<file path="config.mk">
export PLATFORM = sky130hd
export DESIGN_NAME = reg_write_arbiter
export DESIGN_NICKNAME = d
export VERILOG_FILES = /design/src/rtl/reg_write_arbiter.sv
export SDC_FILE = /design/constraint.sdc
export NUM_CORES = 1
export LEC_CHECK = 0
export ABC_AREA = 1
export CORE_ASPECT_RATIO = 0.7
export CORE_MARGIN = 2
export CORE_UTILIZATION = 44
export CTS_BUF_LIST = sky130_fd_sc_hd__clkbuf_16
export CTS_CLUSTER_SIZE = 24
export DETAILED_ROUTE_END_ITERATION = 8
export PLACE_DENSITY = 0.77
export SLEW_MARGIN = 20
export SYNTH_ARGS = -nofsm -noshare
export SYNTH_HDL_FRONTEND = slang
export SYNTH_SLANG_ARGS = --single-unit
export TNS_END_PERCENT = 10
</file>
<file path="constraint.sdc">
create_clock -name clk -period 1.55 [get_ports clk]
set_input_delay 0.31 -clock clk [delete_from_list [all_inputs] [get_ports clk]]
set_output_delay 0.31 -clock clk [all_outputs]
set_load 0.005 [all_outputs]
</file>
<file path="src/rtl/reg_write_arbiter.sv">
// Round-robin arbiter granting one requester a 1-cycle write (D/En) into a shared register.
// Latency: req sampled in ARB at edge k -> reg_en/ack during cycle k+1; one write per 3 cycles max.
module reg_write_arbiter #(
    parameter int N_REQ = 4,
    parameter int W     = 8,
    parameter int CW    = 8,
    localparam int OW   = (N_REQ > 1) ? $clog2(N_REQ) : 1
) (
    input  logic               clk,
    input  logic               rst_n,
    input  logic [N_REQ-1:0]   req,
    input  logic [N_REQ*W-1:0] din,
    output logic [N_REQ-1:0]   ack,
    output logic               reg_en,
    output logic [W-1:0]       reg_d,
    output logic [OW-1:0]      owner,
    output logic               busy,
    output logic [CW-1:0]      wr_count
);

    typedef enum logic [1:0] {
        S_ARB     = 2'd0,
        S_WRITE   = 2'd1,
        S_RECOVER = 2'd2
    } state_t;

    state_t           r_state;
    logic [OW-1:0]    r_ptr;
    logic [OW-1:0]    r_owner;
    logic [W-1:0]     r_data;
    logic [CW-1:0]    r_count;

    logic             w_found;
    logic [OW-1:0]    w_win;
    logic [W-1:0]     w_win_dat;
    logic [OW:0]      w_sum;
    logic [OW-1:0]    w_idx;
    logic [N_REQ-1:0] w_ack;

    // Search starts at r_ptr and wraps; the first requester found wins.
    always_comb begin
        w_found   = 1'b0;
        w_win     = '0;
        w_win_dat = '0;
        w_sum     = '0;
        w_idx     = '0;
        for (int k = 0; k < N_REQ; k++) begin
            w_sum = {1'b0, r_ptr} + (OW+1)'(k);
            if (w_sum >= (OW+1)'(N_REQ))
                w_sum = w_sum - (OW+1)'(N_REQ);
            w_idx = w_sum[OW-1:0];
            if (!w_found && req[w_idx]) begin
                w_found   = 1'b1;
                w_win     = w_idx;
                w_win_dat = din[w_idx*W +: W];
            end
        end
    end

    always_ff @(posedge clk or negedge rst_n) begin
        if (!rst_n) begin
            r_state <= S_ARB;
            r_ptr   <= '0;
            r_owner <= '0;
            r_data  <= '0;
            r_count <= '0;
        end else begin
            case (r_state)
                S_ARB: begin
                    if (w_found) begin
                        r_owner <= w_win;
                        r_data  <= w_win_dat;
                        r_state <= S_WRITE;
                    end
                end
                S_WRITE: begin
                    r_ptr   <= (r_owner == OW'(N_REQ-1)) ? '0 : r_owner + OW'(1);
                    r_count <= r_count + CW'(1);
                    r_state <= S_RECOVER;
                end
                S_RECOVER: r_state <= S_ARB;
                default:   r_state <= S_ARB;
            endcase
        end
    end

    // Strobes decode from state so an async reset drops them without a clock.
    always_comb begin
        w_ack = '0;
        if (r_state == S_WRITE)
            w_ack[r_owner] = 1'b1;
    end

    assign ack      = w_ack;
    assign reg_en   = (r_state == S_WRITE);
    assign reg_d    = r_data;
    assign owner    = r_owner;
    assign busy     = (r_state != S_ARB);
    assign wr_count = r_count;

endmodule

</file>
# == After elaboration in Yosys (flattened, before gate mapping) ==
# Cells that the tools add are included.
# W data, S select, Z words.
# op_classes
add_sub_neg,9
magnitude_cmp,10
eq_ne,3
n_shift,4
mux,30
reduce_logical,10
# op_table
operator,count
$shiftx A32 B6 Y8,4
$mux W8,4
$mux W2,10
$lt A2 B3 Y1 const B,5
$ge A3 B3 Y1 const B,3
$mux W1,9
$add A8 B1 Y8 const B,1
$bmux W1 S2,4
$sub A2 B1 Y2 const B,4
$add A2 B2 Y3 const B,2
$logic_and A1 B1 Y1,4
$mux W4,1
$pmux W2 S2,1
$add A2 B1 Y3 const B,1
$ge A2 B3 Y1 const B,1
$logic_not A1 Y1,3
$add A2 B1 Y2 const B,1
$demux W1 S2,1
$eq A2 B1 Y1 const B,1
$eq A2 B2 Y1 const B,1
$ge A2 B1 Y1 const B,1
$logic_not A2 Y1,1
$ne A2 B2 Y1 const B,1
$reduce_and A2 Y1,1
$reduce_bool A2 Y1,1
# word_totals
regBits,22
inputBits,38
out_inout_bits,24
wordCells,71

# == Logic depth before layout (Yosys ltp) ==
# logic_depth
depth_word,16
depth_mapped,13
depth_no_buf,12

# == Worst setup path after synthesis ==
# Ideal clock, no wire load.
# synth_timing
path_kind,flip-flop to flip-flop
startpoint,register r_ptr[1]
endpoint,register r_owner[1] (netlist: owner[1])
setup_time_ns,0.116
arrival_time_ns,1.530
t_required_ns,1.434
slack_ns,-0.096
path_stages_with_launch,13
n_path_buf,2
period_less_slack_ns,1.646
path_cell_list,dfrtp_1 -> buf_2 -> nand2_1 -> nand2_2 -> nand2_2 -> nand2_4 -> nor2_8 -> nand2_2 -> o21ai_2 -> inv_2 -> buf_6 -> nand2_1 -> nand2_1
# synth_between
elab_chain_cells,15
word_cells_on_any_way,38
cone_classes,7 x add/sub; 4 x order compare; 20 x mux; 7 x reduce/logical
# synth_rtl
item,line,text
from (decl),28,logic [OW-1:0] r_ptr;
from (signal assigned),77,r_ptr <= (r_owner == OW'(N_REQ-1)) ? '0 : r_owner + OW'(1);
branches (longest 15 deep; another with $add A2 B1 Y3),--,
to (signal assigned),71,r_owner <= w_win;
to (decl),29,logic [OW-1:0] r_owner;
# Several ways; the timed one is not identified. The select of a mux whose other input is x is not followed.
# A chain may end at the register's enable or synchronous reset.

# == Worst setup path in the final report ==
# layout_timing
startpoint,register r_ptr[0]
endpoint,register r_data[1] (netlist: reg_d[1])
# layout_between
elab_chain_cells,15
word_cells_on_any_way,42
cone_classes,7 x add/sub; 4 x order compare; 4 x shift; 20 x mux; 7 x reduce/logical
# layout_rtl
item,line,text
branches (longest 15 deep; another with $add A2 B1 Y3),--,
to (signal assigned),72,r_data <= w_win_dat;
to (decl),30,logic [W-1:0] r_data;
# Several ways; the timed one is not identified. The select of a mux whose other input is x is not followed.

==> flow_summary_export.csv <==
group,metric,value,unit
run_status,status,"complete, but fails checks",
run_status,violations,"negative setup slack",
worst_setup_path,path_class,"flop to flop",
layout,finalInstanceArea,3473,um^2
placed_design,dpl_cell_area,3152,um^2
floorplanning,die_x,89.89,um
cts,cts_buffers,3,
placed_design,dp_hpwl,4908,um
sta,fin_ws,-123.2,ps
synth,syn_inst,417,
routing,num_vias,2781,
placed_design,gp_congestion,0.8393,
global_routing,grt_pass1_vias,2461,
routing,wl_met2,3293,um
cts,cts-root-buf,"clkbuf_16",
power,leakage,2.000,nW
floorplanning,rows,21,
worst_setup_path,worstSetupStartpointType,"flop",
placed_design,numPortBuffers,61,
sta,finalMaxSlewViolations,0,
routing,wl_met3,274,um
placed_design,place_ws,-343.2,ps
floorplanning,ios,62,
routing,viasPerCell,4.853,
layout,fin_util,71.07,%
cts,cts_buffer_depth,2,
routing,top_layer_used,"met4",
synth,syn_nets,460,
layout,syn_to_final_growth,52.86,%
worst_setup_path,crit_arrival,1820,ps
synth,synth_edf_count,0,
synth,ys_warn_count,0,
synth,synth_seq_cells,22,
worst_setup_path,cp_slowest_stage_delay,440,ps
routing,ant_nets,0,
sta,slew_headroom,80.40,%
layout,n_antenna_cell,0,
cts,clock_latency,250,ps
run,max-cap-violations,0,
routing,drt_pass1_iterations,4,
sta,fin_skew,3.091,ps
floorplanning,coreArea,4887,um^2
sta,clock.fmax,0.5977,GHz
power,powerDensity,2184,nW/um^2
global_routing,grt_pass1_wl,10610,um
synth,synth.distinct_cells,24,
routing,drtIter0Drc,160,
synth,syn_area_per_cell,5.449,um^2
sta,setup_viol,11,
worst_setup_path,cp_cell_sequence,"buf_8, nand2_4, nand2_4, nand2_4, nand2_8, nor2_8, nand2_4, o21ai_4, clkinv_4, nand2_2, nand2_2",
worst_setup_path,crit_path_end_kind,"flop",
sta,fin_crit,1673,ps
worst_setup_path,cp.required,1700,ps
synth,ys_seq_area_share,24.23,%
synth,netlist.area_leader.share,45.26,%
synth,synth_most_common_cell,"nand2_1",
synth,async_flop_share,100.0,%
global_routing,grt.total_usage,21.75,%
routing,drt-met1-wl,2888,um
synth,synth_ff_type,"dfrtp_1",
layout,final_nets,548,
worst_setup_path,worst_path_max_delay_cell,"dfrtp_2",
sta,finalCritPeriodShare,107.9,%
min_path,hold_class,"primary input to asynchronous set/reset pin",
synth,synthTopCellsByCount,"274 x nand2_1, 29 x nand3_1, 26 x inv_1",
routing,totalWireLength,6510,um
worst_setup_path,cp_common_cell,"nand2_4",
routing,wl_per_cell,11.36,um
cts,ctsHoldBuffers,0,
global_routing,grt_max_degree,33,
global_routing,overflow,0,
global_routing,antenna_found_initial,0,
worst_setup_path,worstPathMaxFanout,7,
power,p_total,0.007585,W
routing,drc,0,
sta,hold_viol,0,
floorplanning,initial_utilization,46.49,%
floorplanning,die_h,64.13,um
synth,synth_area,2272,um^2
cts,h-tree-depth,1,
sta,worst_pin_slew,294.0,ps
cts,clkTransAtPathRegs,60,ps
cts,clock_sinks,22,
synth,yosysTopAreaCell,"nand2_1",
power,vdd_ir_drop_max,0.7558,mV
layout,nFillCells,415,
synth,synth.area.top_cells,"nand2_1 45%, dfrtp_1 24%, nand3_1 6.4%",
cts,cts_tree,"built",
floorplanning,die_area,5764,um^2
layout,layout-drive-gt1-share,19.44,%
sta,rsz0062_at_grt,"true",
[area by class of cell]
cell class | instances | area [um^2] | share of cell area (%)
clock buffers | 3 | 75.07 | 2.161
well taps | 69 | 86.33 | 2.486
repair buffers | 99 | 934.6 | 26.91
flip-flops and latches | 22 | 551.8 | 15.89
repair inverters | 2 | 13.76 | 0.3963
inverters | 31 | 130.1 | 3.746
multi-input cells | 346 | 1678 | 48.31
clock inverters | 1 | 3.754 | 0.1081
[sequential cells by signal (all words and copies together) (netlist names)]
name      flops
r_ptr         2
owner         2
r_state       2
wr_count      8
reg_d         8
[worst max-delay path, delay by kind of cell (launching register included)]
kind / cells / cell delay (ps)
and+or+nand+nor: 8 / 580
DFF: 1 / 440
buffers and inverters: 2 / 300
AOI/OAI and AO/OA: 1 / 240
[stage by stage]
step	hold slack [ps]	TNS [ps]	cells
after floorplan	14.41	-804.9	417
after global placement	460.3	-3002	559
after detailed placement	463.4	-3663	559
after CTS	415.3	-1825	565
after global routing	435.9	-1932	573
final	405.4	-1068	573
[per-layer routing]
metal,track usage [%],vias to the layer above
met2,42.33,62
met5,0,-
met1,25.77,1269
li1,-,1442
met3,3.656,8
met4,3.462,0
[report_power, final]
group	total (W)	switching, W	internal (W)
clock	0.000545	0.000201	0.000344
combinational	0.00599	0.00347	0.00252
sequential	0.00106	0.000226	0.000829
[repair_timing]
| action | 4_1_cts | 5_1_grt |
|---|---|---|
| resized for setup | 14 | 58 |
| buffers inserted | 2 | 6 |
| gates cloned | 0 | 2 |
| pin swaps | 1 | 23 |
| hold endpoints to repair | 0 | 0 |
| setup endpoints to repair | 19 | 16 |
[cell families after synthesis]
kind of cell	share of synthesized area (%)
xor+xnor	2.698
fa+ha+maj	2.753
buf+inv	9.471
flops	24.23
compound gates	0.8261
simple gates	60.02
[path summary, 6_finish.rpt]
path	depth (start not counted)	start	slack (ps)	end
max in group asynchronous	2	rst_n	900	r_ptr[0]
worst min register to register	1	wr_count[7]	480	wr_count[7]
worst max register to register	11	r_ptr[0]	-120	reg_d[1]
worst min-delay path	2	rst_n	410	r_ptr[1]
worst max-delay path	11	r_ptr[0]	-120	reg_d[1]
min in group clk	1	wr_count[7]	480	wr_count[7]
[cell usage in the layout, fill, tap and decap left out, types with 2 or more instances in the layout]
master           count
buf_6                3
nand2_2             20
inv_2                6
dlymetal6s2s_1       4
buf_12               2
nor2_1               5
clkinvlp_4           2
nand4_1             10
o21ai_0              2
xnor2_1              2
xor2_1               5
nand2_1            245
inv_1               22
dfrtp_1             21
nand3_1             29
buf_2                2
ha_1                 4
dlygate4sd2_1        2
buf_4               33
clkdlybuf4s50_1     51
clkinv_4             2
nand2_4             15
clkbuf_16            3
Note: power is estimated with default switching activity, not from simulation.
